$ cat config.mk
export PLATFORM = sky130hd
export DESIGN_NAME = reg_display_scanner
export DESIGN_NICKNAME = d
export VERILOG_FILES = /design/src/rtl/reg_display_pkg.sv /design/src/rtl/hex_to_seg7.sv /design/src/rtl/reg_display_scanner.sv
export SDC_FILE = /design/constraint.sdc
export NUM_CORES = 1
export LEC_CHECK = 0
export ABC_AREA = 0
export CAP_MARGIN = 40
export CORE_MARGIN = 2
export CORE_UTILIZATION = 51
export DETAILED_ROUTE_END_ITERATION = 8
export PLACE_DENSITY = 0.75
export SETUP_SLACK_MARGIN = 0.15
export SYNTH_ARGS = -nofsm -noshare
export SYNTH_HDL_FRONTEND = slang
export SYNTH_SLANG_ARGS = --single-unit
$ cat constraint.sdc
create_clock -name clk -period 2.3 [get_ports clk]
set_input_delay 0.345 -clock clk [delete_from_list [all_inputs] [get_ports clk]]
set_output_delay 0.345 -clock clk [all_outputs]
set_load 0.05 [all_outputs]
$ cat src/rtl/reg_display_pkg.sv
// Shared constants for the register display scanner: digit count,
// digit-enable reset pattern and the seven-segment hex glyph table.
package reg_display_pkg;

  // Number of hex digits on the display and the width of the digit index.
  localparam int DIGITS  = 8;
  localparam int DIGIT_W = 3;

  // Digit enables are active-low; digit 0 is the one lit after reset.
  localparam logic [7:0] AN_RESET  = 8'hFE;
  // Glyph for '0', shown while the snapshot is cleared.
  localparam logic [6:0] SEG_RESET = 7'h40;

  typedef logic [DIGIT_W-1:0] digit_t;

  // Active-low segment patterns ordered {g,f,e,d,c,b,a}; b and d are lower-case.
  function automatic logic [6:0] seg_glyph(input logic [3:0] nib);
    logic [6:0] glyph;
    glyph = 7'h7F;
    case (nib)
      4'h0: glyph = 7'h40;
      4'h1: glyph = 7'h79;
      4'h2: glyph = 7'h24;
      4'h3: glyph = 7'h30;
      4'h4: glyph = 7'h19;
      4'h5: glyph = 7'h12;
      4'h6: glyph = 7'h02;
      4'h7: glyph = 7'h78;
      4'h8: glyph = 7'h00;
      4'h9: glyph = 7'h10;
      4'hA: glyph = 7'h08;
      4'hB: glyph = 7'h03;
      4'hC: glyph = 7'h46;
      4'hD: glyph = 7'h21;
      4'hE: glyph = 7'h06;
      4'hF: glyph = 7'h0E;
      default: glyph = 7'h7F;
    endcase
    return glyph;
  endfunction

endpackage

$ cat src/rtl/hex_to_seg7.sv
// Combinational nibble to seven-segment decoder (active-low, {g,f,e,d,c,b,a}).
module hex_to_seg7
  import reg_display_pkg::*;
(
  input  logic [3:0] nibble,
  output logic [6:0] seg
);

  // Table lookup lives in the package so the top and any other user agree.
  always_comb begin
    seg = seg_glyph(nibble);
  end

endmodule

$ cat src/rtl/reg_display_scanner.sv
// Steps through a 32-entry register file with a debounced button or an
// auto-scroll timer, and multiplexes the selected register onto an
// eight-digit seven-segment display as hex.
module reg_display_scanner
  import reg_display_pkg::*;
#(
  parameter int WIDTH        = 32,
  parameter int DEBOUNCE_CYC = 1_000_000,
  parameter int REFRESH_CYC  = 100_000,
  parameter int AUTO_CYC     = 100_000_000
) (
  input  logic             clk,
  input  logic             rst,
  input  logic             step_btn,
  input  logic             auto_en,
  input  logic [WIDTH-1:0] reg_data,
  output logic [4:0]       reg_sel,
  output logic [7:0]       an,
  output logic [6:0]       seg,
  output logic             dp
);

  localparam int DB_W   = (DEBOUNCE_CYC > 1) ? $clog2(DEBOUNCE_CYC) : 1;
  localparam int REF_W  = (REFRESH_CYC  > 1) ? $clog2(REFRESH_CYC)  : 1;
  localparam int AUTO_W = (AUTO_CYC     > 1) ? $clog2(AUTO_CYC)     : 1;

  localparam logic [DB_W-1:0]   DB_LAST   = DB_W'(DEBOUNCE_CYC - 1);
  localparam logic [REF_W-1:0]  REF_LAST  = REF_W'(REFRESH_CYC - 1);
  localparam logic [AUTO_W-1:0] AUTO_LAST = AUTO_W'(AUTO_CYC - 1);
  localparam digit_t            DIGIT_LAST = digit_t'(DIGITS - 1);

  // Button path
  logic [1:0]        btn_sync_reg;
  logic              btn_stable;
  logic              db_level_reg;
  logic [DB_W-1:0]   db_cnt_reg;
  logic              db_done;
  logic              btn_pulse;

  // Auto-scroll path
  logic [AUTO_W-1:0] auto_cnt_reg;
  logic              auto_pulse;

  // Register index
  logic              step_pulse;
  logic [4:0]        reg_sel_reg;

  // Display refresh
  logic [REF_W-1:0]  ref_cnt_reg;
  logic              ref_done;
  digit_t            digit_reg;
  logic              frame_wrap;
  logic [WIDTH-1:0]  snapshot_reg;
  logic [3:0]        nibbles [DIGITS];
  logic [3:0]        cur_nibble;

  // Output stage
  logic [7:0]        an_next;
  logic [6:0]        seg_next;
  logic              dp_next;
  logic [7:0]        an_reg;
  logic [6:0]        seg_reg;
  logic              dp_reg;

  // Two-flop synchroniser; nothing downstream sees the raw button.
  always_ff @(posedge clk or negedge rst) begin
    if (!rst) begin
      btn_sync_reg <= 2'b00;
    end else begin
      btn_sync_reg <= {btn_sync_reg[0], step_btn};
    end
  end

  assign btn_stable = btn_sync_reg[1];

  // A candidate level is accepted on the DEBOUNCE_CYC-th consecutive cycle it
  // differs from the current level; returning to the current level restarts.
  assign db_done   = (btn_stable != db_level_reg) && (db_cnt_reg == DB_LAST);
  assign btn_pulse = db_done && btn_stable;

  // Debounce counter and accepted level.
  always_ff @(posedge clk or negedge rst) begin
    if (!rst) begin
      db_level_reg <= 1'b0;
      db_cnt_reg   <= '0;
    end else if (btn_stable == db_level_reg) begin
      db_cnt_reg   <= '0;
    end else if (db_done) begin
      db_level_reg <= btn_stable;
      db_cnt_reg   <= '0;
    end else begin
      db_cnt_reg   <= db_cnt_reg + 1'b1;
    end
  end

  // Auto-scroll timer: fires once every AUTO_CYC enabled cycles, held clear
  // while disabled so enabling always yields a full first period.
  assign auto_pulse = auto_en && (auto_cnt_reg == AUTO_LAST);

  always_ff @(posedge clk or negedge rst) begin
    if (!rst) begin
      auto_cnt_reg <= '0;
    end else if (!auto_en || auto_pulse) begin
      auto_cnt_reg <= '0;
    end else begin
      auto_cnt_reg <= auto_cnt_reg + 1'b1;
    end
  end

  // Button and auto pulses are ORed so a coincidence advances by one.
  assign step_pulse = btn_pulse | auto_pulse;

  // Register index, wraps naturally at 5 bits (31 -> 0).
  always_ff @(posedge clk or negedge rst) begin
    if (!rst) begin
      reg_sel_reg <= 5'd0;
    end else if (step_pulse) begin
      reg_sel_reg <= reg_sel_reg + 5'd1;
    end
  end

  assign ref_done   = (ref_cnt_reg == REF_LAST);
  assign frame_wrap = ref_done && (digit_reg == DIGIT_LAST);

  // Per-digit dwell counter and digit index.
  always_ff @(posedge clk or negedge rst) begin
    if (!rst) begin
      ref_cnt_reg <= '0;
      digit_reg   <= '0;
    end else if (ref_done) begin
      ref_cnt_reg <= '0;
      digit_reg   <= digit_reg + 1'b1;
    end else begin
      ref_cnt_reg <= ref_cnt_reg + 1'b1;
    end
  end

  // Snapshot taken only as the index wraps to digit 0, so one frame always
  // shows a single coherent register value.
  always_ff @(posedge clk or negedge rst) begin
    if (!rst) begin
      snapshot_reg <= '0;
    end else if (frame_wrap) begin
      snapshot_reg <= reg_data;
    end
  end

  // Split the snapshot into per-digit nibbles; digits beyond WIDTH read zero.
  for (genvar gi = 0; gi < DIGITS; gi++) begin : g_nib
    if (gi * 4 + 3 < WIDTH) begin : g_full
      assign nibbles[gi] = snapshot_reg[gi*4 +: 4];
    end else begin : g_pad
      assign nibbles[gi] = 4'h0;
    end
  end

  assign cur_nibble = nibbles[digit_reg];

  hex_to_seg7 u_hex_to_seg7 (
    .nibble (cur_nibble),
    .seg    (seg_next)
  );

  // Next values for the display pins, derived from the current digit index.
  always_comb begin
    an_next = 8'hFF;
    dp_next = 1'b1;
    an_next[digit_reg] = 1'b0;
    if ((digit_reg == '0) && auto_en) begin
      dp_next = 1'b0;
    end
  end

  // Display pins are registered together so they switch on the same edge.
  always_ff @(posedge clk or negedge rst) begin
    if (!rst) begin
      an_reg  <= AN_RESET;
      seg_reg <= SEG_RESET;
      dp_reg  <= 1'b1;
    end else begin
      an_reg  <= an_next;
      seg_reg <= seg_next;
      dp_reg  <= dp_next;
    end
  end

  assign reg_sel = reg_sel_reg;
  assign an      = an_reg;
  assign seg     = seg_reg;
  assign dp      = dp_reg;

endmodule
Word-level counts from Yosys, hierarchy flattened
Memories as Yosys holds them, arrays and structs flattened. A register that Yosys moved wholly into a read port is not among the register bits.
Cells that the tools add are included.
- equality and inequality tests: 6
- mux-type cells: 10
- bitwise operators: 4
- $lt $le $gt $ge: 3
- reductions and logical operators: 11
- add/subtract/negate cells: 5
- operators with widths (operator ; number):
    $mux 20 ; 2
    $add 27x1->27 const B ; 1
    $eq 27x27->1 const B ; 1
    $mux 27 ; 1
    $add 20x1->20 const B ; 1
    $eq 20x20->1 const B ; 1
    $add 17x1->17 const B ; 1
    $eq 17x17->1 const B ; 1
    $mux 17 ; 1
    $bmux 4 s3 ; 1
    $mux 4 ; 2
    $not 8->8 ; 1
    $logic_and 1x1->1 ; 6
    $add 5x1->5 const B ; 1
    $ge 4x4->1 const B ; 1
    $lt 3x4->1 const B ; 1
    $not 3->4 ; 1
    $add 3x1->3 const B ; 1
    $demux 1 s3 ; 1
    $eq 3x3->1 const B ; 1
    $ge 3x1->1 const B ; 1
    $logic_not 3->1 ; 1
    $logic_not 1->1 ; 2
    $mux 1 ; 2
    6 further kinds ; 6
- ROM bits: 112
- memories: 1
- output and inout port bits: 21
- register bits: 116
- word-level logic and storage cells: 50
- input bits: 36
- memory list (name ; words ; bits a word ; rd ports ; clocked after Yosys merged registers in ; wr ports ; line ; RTL):
    (name not given) ; 16 ; 7 ; 1 ; 1 ; 0 ; reg_display_pkg.sv:20 ; case (nib)

Depth between registers and ports, before layout
- depth in word-level cells: 5
- depth in mapped cells: 11
- mapped depth without buffers: 9

Hierarchy
From an unflattened synthesis, not the netlist that was laid out.
- cells, all modules: 523
- area total of the unflattened synthesis: 5871.9 um^2
- by module, submodules not included (module ; seq. area each (um^2) ; times used ; cells each ; area an instance (um^2)):
    reg_display_scanner ; 3089.2 ; 1 ; 491 ; 5596.6
    hex_to_seg7 ; 0.0 ; 1 ; 32 ; 275.3

Worst setup path before layout
OpenSTA, ideal clock, no wires.
- path type: register to register
- from: register digit_reg[0]
- to: register seg_reg[3] (netlist: seg[3])
- path buffers: 2
- arrival: 2.186 ns
- setup time: 0.128 ns
- period minus slack after synthesis: 2.313 ns
- data required time: 2.172 ns
- path slack: -0.013 ns
- cell stages (with the launch flop): 12
- cell sequence: dfrtp_1 -> buf_4 -> buf_6 -> clkinv_1 -> a21oi_1 -> a211oi_1 -> a211oi_1 -> inv_1 -> ha_1 -> mux2_2 -> nand2_1 -> o21ai_0
- word-level cells in the longest chain between the ends: 4
- ends and longest elaborated chain (element ; line ; RTL):
    start: declaration ; reg_display_scanner.sv:51 ; digit_t digit_reg;
    start signal: assignment ; reg_display_scanner.sv:132 ; digit_reg <= digit_reg + 1'b1;
    $not 3->4 (implied by the code) ; reg_display_scanner.sv:157 ; assign cur_nibble = nibbles[digit_reg];
    $bmux 4 s3 ; reg_display_scanner.sv:157 ;
    $mux 4 (implied by the code) (2 in series) ; reg_display_scanner.sv:157 ;
    end: declaration ; reg_display_scanner.sv:62 ; logic [6:0] seg_reg;
Every way passes these cells. The select of a mux whose other input is x is not followed.
A chain may end at the register's enable or synchronous reset.

Final worst setup path
- from: register an_reg[6] (netlist: an[6])
- to: output an[6]
- RTL lines (element ; line ; RTL):
    start: declaration ; reg_display_scanner.sv:61 ; logic [7:0] an_reg;
    start signal: assignment ; reg_display_scanner.sv:181 ; an_reg <= an_next;
    end: declaration ; reg_display_scanner.sv:18 ; output logic [7:0] an,
No word-level cell between the ends.

==> results.yml <==
grt:
  grtUsageTotal: 0.2098
  grt_pass1_vias: 4194
  grt_start_max_net_pins: 47
  grt_pass1_wl_um: 19330
  grt_antenna_before_repair: 0
  grt-ovfl-total: 0
critical_path:
  crit_slowest_cell: "clkdlybuf4s50_1"
  end_kind: "output pin"
  crit_fanout: 1
  r2r_cells: 9
  cp_top_family: "buffers and inverters"
  worst_ep_required_time_ns: 1.96
  crit_type: "reg -> out"
  cp-start-kind: "register"
  path_buf_inv: 1
  arrival_ns: 1.75
  cp_cell_sequence: "clkdlybuf4s50_1"
  path_depth: 1
  max_stage_delay_ns: 0.80
clock_network:
  cts_tree: "yes"
  numCtsBuffers: 17
  clkLatencyLatePin_ns: 0.41
  numClockSinks: 123
  htreeDepth: 4
  clockBufferDepth: 2
  cts_root_buf: "clkbuf_16"
  path_clk_slew_ns: 0.06
flow_run:
  maxCapViolations: 0
synth:
  synth_ff_type: "dfrtp_1"
  syn_avg_cell_area_um2: 11.42
  synth_seq_cells: 123
  syn-num-nets: 553
  netlist_instances: 505
  synth_area_mm2: 0.005769
  yosysSeqAreaShare: 0.5355
  synth_cell_types: 53
  synthArstFlopShare: 1.000
  yosys_warnings: 0
  synth_edf_count: 0
die:
  die_x_um: 110.4
  core_mm2: 0.01094
  num_io_pins: 57
  num_rows: 38
  die_h_um: 110.4
  initial_core_util: 0.5276
  die_area_mm2: 0.01218
timing:
  setup_viol: 0
  min_period_over_period: 0.9105
  tightest_slew_ns: 0.6123
  slew_headroom: 0.5880
  clock.fmax_mhz: 477.5
  rsz0062_at_grt: "no"
  hold_viol: 0
  skew_ns: 0.008972
  setup_tns_ns: 0
  period_minus_slack_ns: 2.094
  drv_slew: 0
place:
  place_congestion: 0.8344
  dpl.hpwl_um: 7840
  placed_cell_area_mm2: 0.006571
  portBuffers: 56
power_and_ir_drop:
  power_frac_clock: 0.536
  power.internal_mw: 4.036
  pwr-share-seq: 0.433
  switching_power_mw: 1.019
  p_comb_frac: 0.031
  p_sw_frac: 0.2016
  peakVddDrop_mv: 0.4579
  total_power_mw: 5.055
  power_density_mw_per_mm2: 688.8
  leakage_nw: 3.239
route:
  antenna_left: 0
  post_drt_wl_per_cell_um: 16.20
  routed_via_density: 5.513
  wl_met3_um: 420
  firstDrtPassIters: 4
  wl_met1_um: 5330
  vias: 4102
  routed_wl_um: 12050
  top_layer: "met4"
  drtIter0Drc: 198
  dr_wl_met2_um: 6051
  drc: 0
layout:
  largest_register_ffs: 32
  syn2layout_area_growth_pct: 27.22
  drive_above_1_share: 0.2152
  stdcell_area_mm2: 0.007340
  num-nets-final: 639
  diodes: 0
worst_hold_path:
  hold_depth: 0
  hold_path_class: "reg -> reg"
status:
  status: "finished, final reports clean"
-- worst reg2reg max path, stage by stage (launching register included) --
cell	delay, ns
dfrtp_2	0.43
buf_12	0.15
mux4_2	0.54
mux2i_4	0.16
inv_1	0.10
ha_2	0.20
inv_1	0.09
nor2_2	0.06
a21oi_1	0.13
o22ai_1	0.11
-- power by group through the flow --
stage	Sequential, mW	Clock [mW]	Combinational, mW
after global placement	2.23	0	0.153
final	2.19	2.71	0.155
after detailed placement	2.23	0	0.156
after CTS	2.19	2.75	0.159
after global routing	2.19	2.84	0.174
after floorplan	2.23	0	0.0285
-- stage by stage --
step	worst slack [ns]	hold WS [ns]	utilization	instances
2_1_floorplan	0.1546	0.04941	-	505
3_3_place_gp	0.1516	0.3375	0.6009	704
3_5_place_dp	0.1173	0.3472	0.6009	704
4_1_cts	0.1540	0.3672	0.6633	740
5_1_grt	0.1377	0.3689	0.6712	744
6_report	0.2058	0.3640	0.6712	744
-- timing repair --
item,CTS,global route
buffers inserted,2,3
endpoints found under the hold margin,31,0
endpoints found under the setup margin,30,35
resized for setup,4,14
hold buffers,1,0
pin swaps,2,4
cloned,1,1
-- Yosys cell counts, types with 4 or more instances --
library cell	instances	area, µm²
buf_4	5	37.54
nor2_1	63	236.5
xnor2_1	18	157.7
nor2b_1	4	25.02
mux2_2	33	371.6
dfstp_2	9	236.5
nand3_1	35	175.2
a21oi_1	6	30.03
nor4_1	10	62.56
inv_1	12	45.04
nand2_1	30	112.6
xor2_1	41	359.1
and2_1	4	25.02
or3_1	8	50.05
nand4_1	17	106.4
and4_1	4	35.03
o21ai_0	13	65.06
dfrtp_1	114	2853
mux4_2	6	135.1
and3_1	8	50.05
nand2b_1	4	25.02
mux2i_1	4	40.04
o22ai_1	4	25.02
ha_1	12	150.1
-- worst paths after layout --
check	from	end	slack (ns)
setup / recovery	an[6]	an[6]	0.21
hold / removal	btn_sync_reg[0]	btn_sync_reg[1]	0.36
setup reg to reg	digit_reg[0]	seg[5]	0.22
hold reg to reg	btn_sync_reg[0]	btn_sync_reg[1]	0.36
max in group asynchronous	rst	an[2]	1.14
min in group asynchronous	rst	db_cnt_reg[7]	0.46
-- layout make-up --
class / count / area [µm²]
Multi-Input combinational cell: 353 / 2559
Timing Repair Buffer: 83 / 850.8
Clock inverter: 11 / 142.6
Tap cell: 140 / 175.2
Sequential cell: 123 / 3093
Clock buffer: 21 / 470.5
Fill cell: 802 / 3596
Inverter: 13 / 48.80
-- placed cells by master, fill, tap and decap left out, drive strengths merged, types with 9 or more instances in the layout --
cell type	count
dfstp	9
dfrtp	114
clkbuf	22
nand3	35
nand2	30
nor4	11
xnor2	18
o21ai	14
xor2	41
inv	12
clkdlybuf4s50	55
nand4	17
buf	26
nor2	64
ha	12
mux2	34
-- layer usage --
layer  GRT usage  up-vias
met5           0        -
met1      0.2686     2041
met4     0.08304        0
met3     0.06114       26
li1            -     1937
met2      0.3374       98
-- cell families (layout without fill, tap and decap cells) --
kind of cell | after synthesis | count (layout) | synth area share
adder cells (fa/ha/maj) | 12 | 12 | 0.02602
AND/OR/NAND/NOR | 204 | 204 | 0.1798
XOR/XNOR | 59 | 59 | 0.08957
buffers and inverters | 29 | 128 | 0.03188
AO/OA/AOI/OAI | 32 | 32 | 0.03427
flip-flops | 123 | 123 | 0.5355
multiplexers | 46 | 46 | 0.1030
Note: power is estimated with default switching activity, not from simulation.
